==> src/rtl/clock_min_hour_keeper.sv <==
// clock_min_hour_keeper: BCD minutes/hours keeper with time-set FSM; in clk,rst,CAR(seconds carry level),mode_btn,inc_btn; out MIN1,MIN10,HR1,HR10,HR_CAR,MODE
module clock_min_hour_keeper #(
  parameter bit H24 = 1'b1
) (
  input  logic       clk,
  input  logic       rst,
  input  logic       CAR,
  input  logic       mode_btn,
  input  logic       inc_btn,
  output logic [3:0] MIN1,
  output logic [2:0] MIN10,
  output logic [3:0] HR1,
  output logic [1:0] HR10,
  output logic       HR_CAR,
  output logic [1:0] MODE
);
  typedef enum logic [1:0] {RUN = 2'd0, SET_HOUR = 2'd1, SET_MIN = 2'd2} state_t;
  state_t state, state_n;
  logic car_prev, tick, run_tick, inc_h, inc_m, min_wrap, hr_wrap, hr_car;
  logic [3:0] min1, min1_n, hr1, hr1_n;
  logic [2:0] min10, min10_n;
  logic [1:0] hr10, hr10_n;
  always_comb begin
    tick     = CAR & ~car_prev;
    run_tick = (state == RUN) & tick;
    inc_h    = (state == SET_HOUR) & inc_btn & ~mode_btn;
    inc_m    = (state == SET_MIN) & inc_btn & ~mode_btn;
    min_wrap = (min10 == 3'd5) & (min1 == 4'd9);
    min1_n   = (min1 == 4'd9) ? 4'd0 : min1 + 4'd1;
    min10_n  = (min1 != 4'd9) ? min10 : (min_wrap ? 3'd0 : min10 + 3'd1);
    hr_wrap  = H24 ? (hr10 == 2'd2) & (hr1 == 4'd3) : (hr10 == 2'd1) & (hr1 == 4'd2);
    hr1_n    = hr_wrap ? (H24 ? 4'd0 : 4'd1) : ((hr1 == 4'd9) ? 4'd0 : hr1 + 4'd1);
    hr10_n   = hr_wrap ? 2'd0 : ((hr1 == 4'd9) ? hr10 + 2'd1 : hr10);
    state_n  = (state == RUN)      ? (mode_btn ? SET_HOUR : RUN) :
               (state == SET_HOUR) ? (mode_btn ? SET_MIN : SET_HOUR) :
               (state == SET_MIN)  ? (mode_btn ? RUN : SET_MIN) : RUN;
  end
  always_ff @(posedge clk) begin
    if (rst) begin
      state    <= RUN;
      car_prev <= 1'b1;
      min1     <= 4'd0;
      min10    <= 3'd0;
      hr1      <= H24 ? 4'd0 : 4'd2;
      hr10     <= H24 ? 2'd0 : 2'd1;
      hr_car   <= 1'b0;
    end else begin
      state    <= state_n;
      car_prev <= CAR;
      hr_car   <= run_tick & min_wrap & hr_wrap;
      if (run_tick | inc_m) begin
        min1  <= min1_n;
        min10 <= min10_n;
      end
      if ((run_tick & min_wrap) | inc_h) begin
        hr1  <= hr1_n;
        hr10 <= hr10_n;
      end
    end
  end
  assign MIN1   = min1;
  assign MIN10  = min10;
  assign HR1    = hr1;
  assign HR10   = hr10;
  assign HR_CAR = hr_car;
  assign MODE   = state;
endmodule

==> config.mk <==
export PLATFORM = sky130hd
export DESIGN_NAME = clock_min_hour_keeper
export DESIGN_NICKNAME = d
export VERILOG_FILES = /design/src/rtl/clock_min_hour_keeper.sv
export SDC_FILE = /design/constraint.sdc
export NUM_CORES = 1
export LEC_CHECK = 0
export BUFFER_PORTS_ARGS = -buffer_cell sky130_fd_sc_hd__buf_2
export CAP_MARGIN = 20
export CORE_UTILIZATION = 30
export CTS_CLUSTER_DIAMETER = 150
export DETAILED_ROUTE_END_ITERATION = 8
export GPL_TIMING_DRIVEN = 1
export MAX_ROUTING_LAYER = met4
export PLACE_DENSITY = 0.5
export SLEW_MARGIN = 25
export SYNTH_ARGS = -nofsm -noshare
export SYNTH_HDL_FRONTEND = slang
export SYNTH_SLANG_ARGS = --single-unit
==> constraint.sdc <==
create_clock -name clk -period 1.6 [get_ports clk]
set_input_delay 0.08 -clock clk [delete_from_list [all_inputs] [get_ports clk]]
set_output_delay 0.08 -clock clk [all_outputs]
set_load 0.05 [all_outputs]
# Word-level counts from Yosys, hierarchy flattened
# Index checks and enable logic that the tools add are counted.
[totals]
ff_bits = 17
wordCells = 50
[classes]
n_reduce_logical = 4
n_mux = 12
add_sub_neg = 4
bitwise_logic = 15
n_eq_ne = 8
[ops]
columns = ["cell", "count"]
rows = [
  ["two-way mux 2 bit", 7],
  ["two-way mux 4 bit", 3],
  ["AND 1 bit", 10],
  ["adder 4 x 1 -> 4 bit, second input constant", 2],
  ["equality test 4 bit, second input constant", 2],
  ["equality test 2 bit, second input constant", 2],
  ["equality test 4 x 2 -> 1 bit, second input constant", 1],
  ["!= test 4 bit, second input constant", 1],
  ["AND reduction 2 bit", 2],
  ["adder 3 x 1 -> 3 bit, second input constant", 1],
  ["equality test 3 bit, second input constant", 1],
  ["two-way mux 3 bit", 1],
  ["inverter 1 bit", 3],
  ["adder 2 x 1 -> 2 bit, second input constant", 1],
  ["equality test 2 x 1 -> 1 bit, second input constant", 1],
  ["zero test 2 bit", 1],
  ["OR 1 bit", 2],
  ["nonzero test 2 bit", 1],
  ["two-way mux 1 bit", 1],
]

# Longest topological paths before layout
[depth]
depth_word = 6
depth_mapped = 6
ltp_nobuf = 6

# Worst setup path after synthesis
# No wires, ideal clock.
[synth_path]
kind = "flip-flop to flip-flop"
start = "register min10[0], in the netlist MIN10[0]"
end = "register hr10[1], in the netlist HR10[1]"
setup_ps = 71
stages_incl_launch_ff = 6
setup_slack_ps = -453
synth_period_minus_slack_ps = 2053
arrival_time_ps = 1983
path_cell_list = "dfxtp_1 -> ha_1 -> and4b_1 -> a31oi_4 -> or4b_1 -> a21oi_1"
[synth_between]
elab_chain_cells = 5
[synth_lines]
columns = ["element", "line", "source"]
rows = [
  ["start, declared", "21", "logic [2:0] min10, min10_n;"],
  ["start signal, assigned", "53", "min10 <= min10_n;"],
  ["equality test 3 bit", "28", "min_wrap = (min10 == 3'd5) & (min1 == 4'd9);"],
  ["AND 1 bit", "28", ""],
  ["AND 1 bit", "55", "if ((run_tick & min_wrap) | inc_h) begin"],
  ["OR 1 bit", "55", ""],
  ["AND reduction 2 bit (no line)", "--", ""],
  ["end signal, assigned", "45", "hr10 <= H24 ? 2'd0 : 2'd1;"],
  ["end signal, assigned", "57", "hr10 <= hr10_n;"],
  ["end, declared", "22", "logic [1:0] hr10, hr10_n;"],
]
# No other way between the ends.
# A chain may end at the register's enable or synchronous reset.

# Worst setup path in the final report
[layout_path]
start = "register min10[0], in the netlist MIN10[0]"
end = "register hr10[0], in the netlist HR10[0]"
# Same word-level chain as after synthesis.

==> impl_metrics.yaml <==
run_status:
  run_status: "complete, but fails checks"
  failed_checks: "DRC"
route:
  antenna_violating_nets_left: 0
  drt_iter0_drc: 18
  via_count: 881
  route.detailed.vias_per_inst: 5.18
  detail_route.drc_violations: 2
  wl_per_cell_um: 12.5
  detail_route.first_pass.iterations: 6
  postRouteWirelength_um: 2130
power:
  pwrdens_nw_per_um2: 640
  p_clk_frac: 0.297
  seqPwrFrac: 0.558
  fraction_of_power_consumed_by_combinational_cells: 0.145
  power_switching_share: 0.289
  power.static_leakage_nw: 0.496
  power.total_uw: 802
  worst_ir_drop_vdd_uv: 469
  p_int_uw: 570
  switching_power_uw: 232
cells_and_area:
  multi_input_area_um2: 598
  layout-area-overhead-vs-synth_pct: 33.2
  layout.core_utilization: 0.439
  layout.nets: 147
  insertedDiodeCount: 0
  mostFrequentLayoutCell: "sky130_fd_sc_hd__buf_2"
  sequential_standard_cell_area_um2: 360
  most-common-layout-cells: "sky130_fd_sc_hd__buf_2, sky130_fd_sc_hd__buf_4, sky130_fd_sc_hd__nor2_1, sky130_fd_sc_hd__a21oi_1"
  final_design_area_no_fill_um2: 1250
  drive_above_1_share: 0.439
  fillCellCount: 296
clocking:
  clock_tree_from_tritoncts: "built"
  clock_latency_on_the_worst_skew_pair_ps: 300
  clkSinkCount: 17
  cts_max_path_buffers: 2
  cts_buffers: 3
  root_buffer: "sky130_fd_sc_hd__clkbuf_4"
  clk_pin_slew_worst_paths_ps: 110
  cts-htree-levels: 1
hold_path:
  timing.hold.worst.class: "primary input to flip-flop"
sta:
  clock_skew_ps: 8.57
  fin_crit_ps: 1580
  setup-violations-final: 0
  finalCritPeriodShare: 0.991
  setup_tns_ps: 0
  grt_setup_unrepaired: "true"
  final-max-slew-violation-count: 0
  finalHoldViolations: 0
  worstMarginPinSlew_ps: 381
  timing.fmax_mhz: 631
  max-slew-margin-rel: 0.746
  final.hold.worst_slack_ps: 89.2
synth:
  ys_seq_elements: 17
  syn-cell-area_um2: 941
  avgSynthCellArea_um2: 9.05
  ys_warn_count: 0
  netlist_instances: 104
  syn_nets: 111
  synthDistinctLibCells: 37
  proportion_of_synthesized_chip_area_in_sequential_cells: 0.362
worst_setup_path:
  cp-end-kind: "flip-flop"
  critical-path-max-stage-delay_ps: 400
  cp_num_buf_inv: 1
  crit_family: "simple AND/OR/NAND/NOR gates"
  cp.arrival_ps: 1820
  crit_chain: "ha_4 -> and4b_2 -> a31oi_4 -> buf_4 -> or3_4 -> a21oi_2"
  cp-start-kind: "flip-flop"
  worst-path-max-fanout: 7
  timing.critical_path.slowest_stage_cell: "sky130_fd_sc_hd__dfxtp_4"
  path_class: "flip-flop to flip-flop"
  worst-endpoint-required_ps: 1830
floorplan:
  coreArea_um2: 2850
  site_rows: 19
  design.portCount: 21
  die-area_um2: 3360
  floorplan.initialDensity: 0.330
  floorplan.die.width_um: 58.0
  chipHeight_um: 58.0
placed_design:
  place_hpwl_um: 1560
  dpl_cell_area_um2: 1180
  buffer_ports.inserted: 20
  gp_congestion: 0.826
run:
  drv_cap: 0
grt:
  global_route.overflow_total: 0
  grt_first_pass_wirelength_um: 3400
  grt_pass1_vias: 759
  initial_antenna_violation_count: 0
  grt_start_max_net_pins: 19
  gr-usage-all-layers: 0.135
layer usage:
layer,wire (um),track usage
met1,1070,0.183
met2,905,0.197
met3,121,0.0402
met4,28,0.0340
met5,0,-
cells by family (layout without fill, tap and decap cells):
logic type               count (synthesis)  count (layout)  synth area share
flip-flops                              17              17             0.362
XOR/XNOR                                 4               4            0.0372
AO/OA/AOI/OAI                           25              25             0.209
AND/OR/NAND/NOR                         43              43             0.283
buffers and inverters                    9              44            0.0399
adder cells (fa/ha/maj)                  2               2            0.0266
multiplexers                             4               4            0.0426
worst paths after layout:
check                           startpoint  endpoint  slack [ps]  depth (start not counted)
worst min-delay path              mode_btn   MODE[0]          90                          3
worst max register to register    MIN10[0]   HR10[0]          20                          6
worst max-delay path              MIN10[0]   HR10[0]          20                          6
worst min register to register     MIN1[3]   MIN1[3]         530                          2
worst reg2reg max path: stages (launching register included):
cell and delay (ps):
sky130_fd_sc_hd__dfxtp_4 400, sky130_fd_sc_hd__ha_4 130, sky130_fd_sc_hd__and4b_2 250, sky130_fd_sc_hd__a31oi_4 120
sky130_fd_sc_hd__buf_4 160, sky130_fd_sc_hd__or3_4 360, sky130_fd_sc_hd__a21oi_2 110
sequential cells by signal, indices dropped and copies added (netlist names):
register  flops
HR1           4
MIN10         3
HR10          2
HR_CAR        1
MODE          2
car_prev      1
MIN1          4
Yosys cell counts:
library cell | instances | area [um^2]
sky130_fd_sc_hd__a2111oi_4 | 1 | 27.5
sky130_fd_sc_hd__a211oi_4 | 1 | 20.0
sky130_fd_sc_hd__a21o_1 | 1 | 7.51
sky130_fd_sc_hd__a21oi_1 | 11 | 55.1
sky130_fd_sc_hd__a21oi_2 | 1 | 8.76
sky130_fd_sc_hd__a31oi_1 | 1 | 6.26
sky130_fd_sc_hd__a31oi_4 | 1 | 21.3
sky130_fd_sc_hd__and4b_1 | 1 | 10.0
sky130_fd_sc_hd__and4bb_1 | 1 | 12.5
sky130_fd_sc_hd__and4bb_4 | 1 | 16.3
sky130_fd_sc_hd__buf_4 | 1 | 7.51
sky130_fd_sc_hd__clkbuf_1 | 2 | 7.51
sky130_fd_sc_hd__dfxtp_1 | 17 | 340
sky130_fd_sc_hd__ha_1 | 2 | 25.0
sky130_fd_sc_hd__inv_1 | 6 | 22.5
sky130_fd_sc_hd__mux2i_1 | 4 | 40.0
sky130_fd_sc_hd__nand2_1 | 5 | 18.8
sky130_fd_sc_hd__nand2b_1 | 1 | 6.26
sky130_fd_sc_hd__nand3_1 | 2 | 10.0
sky130_fd_sc_hd__nand3b_1 | 2 | 15.0
sky130_fd_sc_hd__nand4bb_1 | 1 | 11.3
sky130_fd_sc_hd__nor2_1 | 11 | 41.3
sky130_fd_sc_hd__nor2b_1 | 5 | 31.3
sky130_fd_sc_hd__nor3_1 | 4 | 20.0
sky130_fd_sc_hd__nor4_1 | 1 | 6.26
sky130_fd_sc_hd__nor4b_1 | 1 | 8.76
sky130_fd_sc_hd__nor4bb_1 | 1 | 10.0
sky130_fd_sc_hd__o211a_1 | 1 | 10.0
sky130_fd_sc_hd__o21ai_0 | 4 | 20.0
sky130_fd_sc_hd__o21ai_1 | 1 | 5.00
sky130_fd_sc_hd__o31ai_1 | 2 | 15.0
sky130_fd_sc_hd__or2_2 | 1 | 6.26
sky130_fd_sc_hd__or3_1 | 1 | 6.26
sky130_fd_sc_hd__or3b_4 | 1 | 11.3
sky130_fd_sc_hd__or4_1 | 2 | 15.0
sky130_fd_sc_hd__or4b_1 | 1 | 10.0
sky130_fd_sc_hd__xnor2_1 | 4 | 35.0
layout make-up:
type                            count  area share
Inverter                            6      0.0180
Sequential cell                    17       0.287
Timing Repair Buffer               34       0.166
Multi-Input combinational cell     78       0.477
Tap cell                           31      0.0309
Clock buffer                        4      0.0210
metrics by stage:
| step | cells | setup slack [ps] |
|---|---|---|
| 6_report | 170 | 15.2 |
| 5_1_grt | 170 | -54.4 |
| 4_1_cts | 169 | 0.421 |
| 3_5_place_dp | 163 | -29.2 |
| 3_3_place_gp | 163 | 7.98 |
| 2_1_floorplan | 104 | -78.6 |
what timing repair did:
| action | in CTS | in global routing |
|---|---|---|
| hold buffers | 1 | 0 |
| pin swaps | 5 | 2 |
| buffers inserted | 1 | 1 |
| gates resized for setup | 0 | 6 |
| setup endpoints to repair | 1 | 7 |
| endpoints found under the hold margin | 1 | 0 |
power groups by stage:
stage          clock network [mW]  registers, mW  logic [mW]
6_report                    0.238          0.448       0.117
5_1_grt                     0.268          0.451       0.124
4_1_cts                     0.251          0.448       0.116
3_5_place_dp                    0          0.457       0.112
3_3_place_gp                    0          0.457       0.111
2_1_floorplan                   0          0.478      0.0586
Note: power is estimated with default switching activity, not from simulation.
